<file path="src/rtl/multicycle_ctrl.sv">
// Multi-cycle control sequencer for an RV32 datapath: FETCH/DECODE/EXECUTE/MEMORY/WRITEBACK.
// Optional performance counters (retired, cycles) are built only when MC_CTRL_PERF_EN is defined.
module multicycle_ctrl #(
    parameter int unsigned CNT_W = 32
) (
    input  logic             clk,
    input  logic             rst_n,
    input  logic             start_i,
    input  logic [31:0]      ins_i,
    input  logic             zero_i,
    input  logic             mem_ready_i,
    output logic             ir_we_o,
    output logic             pc_we_o,
    output logic             reg_write_o,
    output logic             alu_src_o,
    output logic             mem_read_o,
    output logic             mem_write_o,
    output logic             mem2reg_o,
    output logic             link_o,
    output logic             branch_o,
    output logic             jump_o,
    output logic [2:0]       op_o,
    output logic [2:0]       state_o,
    output logic             illegal_o,
    output logic [CNT_W-1:0] retired_o,
    output logic [CNT_W-1:0] cycles_o
);

    typedef enum logic [2:0] {
        S_IDLE = 3'd0, S_FETCH = 3'd1, S_DECODE = 3'd2, S_EXECUTE = 3'd3,
        S_MEMORY = 3'd4, S_WRITEBACK = 3'd5, S_HALT = 3'd7
    } state_t;

    typedef enum logic [2:0] {
        C_NONE = 3'd0, C_R = 3'd1, C_I = 3'd2, C_LW = 3'd3,
        C_SW = 3'd4, C_BEQ = 3'd5, C_JAL = 3'd6
    } cls_t;

    localparam logic [2:0] OP_AND = 3'b000;
    localparam logic [2:0] OP_OR  = 3'b001;
    localparam logic [2:0] OP_ADD = 3'b010;
    localparam logic [2:0] OP_SUB = 3'b110;
    localparam logic [2:0] OP_SLT = 3'b111;

    state_t     state_q, state_d;
    cls_t       cls_q, cls_d;
    logic [2:0] op_q, op_d;
    cls_t       dec_cls;
    logic [2:0] dec_op;
    logic       dec_ok;
    logic       alu_f3_ok;
    logic [2:0] alu_f3_op;
    logic       retire;
    logic       unused_ins;

    assign unused_ins = ^{ins_i[31], ins_i[29:15], ins_i[11:7]};

    // ALU operation from funct3; ins[30] selects sub only for R-type.
    always_comb begin
        alu_f3_ok = 1'b1;
        alu_f3_op = OP_ADD;
        unique case (ins_i[14:12])
            3'b000:  alu_f3_op = (ins_i[30] && ins_i[6:0] == 7'b0110011) ? OP_SUB : OP_ADD;
            3'b111:  alu_f3_op = OP_AND;
            3'b110:  alu_f3_op = OP_OR;
            3'b010:  alu_f3_op = OP_SLT;
            default: alu_f3_ok = 1'b0;
        endcase
    end

    // Instruction class decode from the opcode.
    always_comb begin
        dec_cls = C_NONE;
        dec_op  = OP_ADD;
        dec_ok  = 1'b1;
        unique case (ins_i[6:0])
            7'b0110011: begin dec_cls = C_R;   dec_op = alu_f3_op; dec_ok = alu_f3_ok; end
            7'b0010011: begin dec_cls = C_I;   dec_op = alu_f3_op; dec_ok = alu_f3_ok; end
            7'b0000011: dec_cls = C_LW;
            7'b0100011: dec_cls = C_SW;
            7'b1100011: begin dec_cls = C_BEQ; dec_op = OP_SUB; dec_ok = (ins_i[14:12] == 3'b000); end
            7'b1101111: dec_cls = C_JAL;
            default:    dec_ok = 1'b0;
        endcase
    end

    always_ff @(posedge clk or negedge rst_n) begin
        if (!rst_n) begin
            state_q <= S_IDLE;
            cls_q   <= C_NONE;
            op_q    <= 3'b000;
        end else begin
            state_q <= state_d;
            cls_q   <= cls_d;
            op_q    <= op_d;
        end
    end

    // Next-state and control strobes, combinational from state and latched class.
    always_comb begin
        state_d     = state_q;
        cls_d       = cls_q;
        op_d        = op_q;
        retire      = 1'b0;
        ir_we_o     = 1'b0;
        pc_we_o     = 1'b0;
        reg_write_o = 1'b0;
        alu_src_o   = 1'b0;
        mem_read_o  = 1'b0;
        mem_write_o = 1'b0;
        mem2reg_o   = 1'b0;
        link_o      = 1'b0;
        branch_o    = 1'b0;
        jump_o      = 1'b0;
        op_o        = 3'b000;
        unique case (state_q)
            S_IDLE: if (start_i) state_d = S_FETCH;
            S_FETCH: begin
                mem_read_o = 1'b1;
                if (mem_ready_i) begin
                    ir_we_o = 1'b1;
                    state_d = S_DECODE;
                end
            end
            S_DECODE: begin
                if (dec_ok) begin
                    cls_d   = dec_cls;
                    op_d    = dec_op;
                    state_d = S_EXECUTE;
                end else begin
                    cls_d   = C_NONE;
                    state_d = S_HALT;
                end
            end
            S_EXECUTE: begin
                op_o      = op_q;
                alu_src_o = (cls_q == C_I) || (cls_q == C_LW) || (cls_q == C_SW);
                if (cls_q == C_BEQ) begin
                    branch_o = zero_i;
                    pc_we_o  = 1'b1;
                    retire   = 1'b1;
                    state_d  = S_FETCH;
                end else if (cls_q == C_LW || cls_q == C_SW) begin
                    state_d = S_MEMORY;
                end else begin
                    state_d = S_WRITEBACK;
                end
            end
            S_MEMORY: begin
                op_o        = OP_ADD;
                alu_src_o   = 1'b1;
                mem_read_o  = (cls_q == C_LW);
                mem_write_o = (cls_q == C_SW);
                if (mem_ready_i) begin
                    if (cls_q == C_SW) begin
                        pc_we_o = 1'b1;
                        retire  = 1'b1;
                        state_d = S_FETCH;
                    end else begin
                        state_d = S_WRITEBACK;
                    end
                end
            end
            S_WRITEBACK: begin
                reg_write_o = 1'b1;
                pc_we_o     = 1'b1;
                retire      = 1'b1;
                mem2reg_o   = (cls_q == C_LW);
                jump_o      = (cls_q == C_JAL);
                link_o      = (cls_q == C_JAL);
                op_o        = (cls_q == C_R || cls_q == C_I) ? op_q : 3'b000;
                state_d     = S_FETCH;
            end
            S_HALT: state_d = S_HALT;
            default: state_d = S_IDLE;
        endcase
    end

    assign state_o   = state_q;
    assign illegal_o = (state_q == S_HALT);

`ifdef MC_CTRL_PERF_EN
    logic [CNT_W-1:0] retired_q, cycles_q;

    // Free-running counters; both wrap naturally at 2^CNT_W.
    always_ff @(posedge clk or negedge rst_n) begin
        if (!rst_n) begin
            retired_q <= '0;
            cycles_q  <= '0;
        end else begin
            if (retire) retired_q <= retired_q + CNT_W'(1);
            if (state_q != S_IDLE && state_q != S_HALT) cycles_q <= cycles_q + CNT_W'(1);
        end
    end

    assign retired_o = retired_q;
    assign cycles_o  = cycles_q;
`else
    logic unused_retire;
    assign unused_retire = retire;
    assign retired_o     = '0;
    assign cycles_o      = '0;
`endif

endmodule

</file>
<file path="config.mk">
export PLATFORM = sky130hd
export DESIGN_NAME = multicycle_ctrl
export DESIGN_NICKNAME = d
export VERILOG_FILES = /design/src/rtl/multicycle_ctrl.sv
export SDC_FILE = /design/constraint.sdc
export NUM_CORES = 1
export LEC_CHECK = 0
export CAP_MARGIN = 20
export CORE_MARGIN = 1
export CORE_UTILIZATION = 31
export CTS_BUF_LIST = sky130_fd_sc_hd__clkbuf_16
export DETAILED_ROUTE_END_ITERATION = 7
export PLACE_DENSITY = 0.85
export SYNTH_ARGS = -nofsm -noshare
export SYNTH_HDL_FRONTEND = slang
export SYNTH_SLANG_ARGS = --single-unit
</file>
<file path="constraint.sdc">
create_clock -name clk -period 2 [get_ports clk]
set_input_delay 0.4 -clock clk [delete_from_list [all_inputs] [get_ports clk]]
set_output_delay 0.4 -clock clk [all_outputs]
set_load 0.05 [all_outputs]
</file>
==> results.yml <==
sta:
  rsz0062_at_grt: "yes"
  skew_ps: 0.490
  period_minus_slack_ps: 1950
  fin_worst_hold_slack_ps: 459
  period_share_pct: 97.3
  fmax_mhz: 514
  drv_slew: 0
  setup_violations: 0
  final-hold-violation-count: 0
  tns_ps: 0
clock_tree:
  cts_buffers: 3
  cts_tree: "yes"
  ctsHoldBuffers: 0
  clock_sinks: 9
  cts_max_path_buffers: 2
  cts_root_buffer: "clkbuf_16"
  cts.htree.levels: 1
  clock_latency_ps: 230
  clkTransAtPathRegs_ps: 40
power_and_ir_drop:
  p_per_area_nw_per_um2: 1340
  power_leakage_nw: 0.842
  p_total_mw: 2.43
  max-vdd-ir-drop_v: 0.000397
synth:
  avgSynthCellArea_um2: 8.02
  syn_inst: 162
  synth_top_area_share_pct: 37.5
  synth-async-reset-ratio_pct: 100
  ys_ff_latch: 9
  yosys_warnings: 0
  ys_seq_area_share_pct: 17.3
  yosys-top-cells-count: "buf_4 (65), dfrtp_1 (9), nor2_1 (9), a21oi_1 (8), nand2_1 (8)"
  synth.largest_area_cell: "buf_4"
  synth.area.top_cells: "buf_4 (38%), dfrtp_1 (17%), a21oi_1 (3.1%)"
  ys_types: 44
  syn_area_um2: 1300
  synth-edff-count: 0
  synth_top_flop_cell: "dfrtp_1"
  synth_most_common_cell: "buf_4"
worst_setup_path:
  cp_data_required_time_ps: 1600
  path_buf_inv: 1
  worstPathCellList: "nand2b_1 > nor3_1 > o21a_1 > and2_2 > buf_12"
  slowest_delay_ps: 430
  critPathCaptureType: "output port"
  crit_path_start: "state_o[1]"
  crit_fanout: 6
  cp-start-kind: "flop"
  regToRegSetupSlack_ps: 260
  cp_slowest_cell: "dfrtp_2"
  r2r_start: "state_o[2]"
  cpLargestDelayFamily: "simple AND/OR/NAND/NOR gates"
  arrival_ps: 1550
  crit_type: "reg2out"
outcome:
  outcome: "finished with violations"
  violations: "DRC"
grt:
  grt_max_degree: 17
  antenna_found_initial: 0
  grt_usage_pct: 10.7
  grt_pass1_wl_mm: 3.55
  overflow: 0
  grt_pass1_vias: 825
detailed_routing:
  drt_wl_total_mm: 2.37
  wl_per_cell_um: 9.16
  postRouteAntennaNets: 0
  drtPass1Iterations: 6
  viasPerCell: 4.07
  drc: 2
  drt_iter0_drc: 71
  dr_total_vias: 1054
placed_design:
  numPortBuffers: 32
  place_hpwl_mm: 1.98
  gp_congestion: 0.799
layout:
  synthToLayoutAreaGrowth_pct: 39.2
  final_util_pct: 45.2
  n_antenna_cell: 0
  final_nets: 247
  final_layout_size_suffix_gt1_share_pct: 29.2
floorplanning:
  core_region_area_um2: 4000
  io_pins: 118
  die_h_um: 66.8
  initial_utilization_pct: 32.5
  row_count: 23
  die_w_um: 66.8
  fp.dieArea_um2: 4460
run:
  max-cap-violations: 0
hold_path:
  hold_class: "in2async"
-- stage by stage --
stage	worst slack, ps	instance area [um^2]	instances
2_1_floorplan	-92.3	1590	225
3_3_place_gp	-70.3	1670	249
3_5_place_dp	-86.2	1670	249
4_1_cts	0.426	1760	253
5_1_grt	-12.7	1810	259
6_report	54.8	1810	259
-- power by group --
part / switching, mW / total (mW) / internal [mW] / leakage [nW]
Combinational: 1.02 / 1.69 / 0.663 / 0.694
Clock: 0.0843 / 0.345 / 0.261 / 0.0423
Sequential: 0.137 / 0.397 / 0.260 / 0.106
Total: 1.25 / 2.43 / 1.18 / 0.842
-- layer usage --
| metal | part of all wire, % | GRT usage (%) |
|---|---|---|
| met3 | 7.3 | 1.88 |
| met4 | 1.6 | 7.18 |
| met5 | 0 | 0 |
| met2 | 51 | 17.0 |
| met1 | 40 | 13.0 |
-- cells in the final DEF (no fill, tap or decap), drive strengths merged, types with 2 or more instances in the layout --
| cell | synthesis | routed |
|---|---|---|
| a211o | 2 | 2 |
| a21oi | 8 | 8 |
| a31oi | 2 | 2 |
| and2 | 2 | 2 |
| and3 | 2 | 2 |
| and4b | 2 | 2 |
| buf | 67 | 34 |
| clkbuf | 2 | 3 |
| clkdlybuf4s50 | 0 | 15 |
| conb | 1 | 64 |
| dfrtp | 9 | 9 |
| inv | 5 | 6 |
| mux2 | 2 | 2 |
| mux2i | 2 | 2 |
| nand2 | 8 | 8 |
| nand2b | 3 | 3 |
| nand3 | 3 | 3 |
| nor2 | 9 | 9 |
| nor3 | 6 | 6 |
| nor3b | 3 | 3 |
| o21ai | 2 | 2 |
| o31ai | 3 | 3 |
| xnor2 | 2 | 2 |
-- path summary, 6_finish.rpt --
kind                              end  depth (start not counted)
max                           op_o[2]                          5
min                          cls_q[2]                          1
max reg2reg                   op_q[1]                          5
min reg2reg                   op_q[0]                          1
max in group asynchronous  state_o[0]                          1
min in group clk              op_q[0]                          1
-- layout make-up --
type | count | area [um^2]
sequential | 9 | 231
tap | 50 | 62.6
clock buffer | 3 | 75.1
clock inverter | 1 | 3.75
fill | 393 | 2190
multi-input combinational | 142 | 837
timing repair buffer | 49 | 581
inverter | 5 | 18.8
-- sequential cells by signal (all words and copies together) (netlist names) --
signal,cells
cls_q,3
op_q,3
state_o,3
-- kinds of logic (layout without fill, tap and decap cells) --
logic type,after synthesis,in the layout,share of synthesized area [%]
compound gates,25,25,14.3
xor+xnor,2,2,1.35
buf+inv,74,58,40.8
flops,9,9,17.3
mux,4,4,3.85
other cells,1,64,0.288
simple gates,47,47,22.0
-- what timing repair did --
| item | 4_1_cts | 5_1_grt |
|---|---|---|
| pin swaps | 1 | 2 |
| setup buffers | 0 | 6 |
| setup endpoints to repair | 3 | 7 |
| gates resized for setup | 1 | 3 |
(Power assumes the default switching activity.)
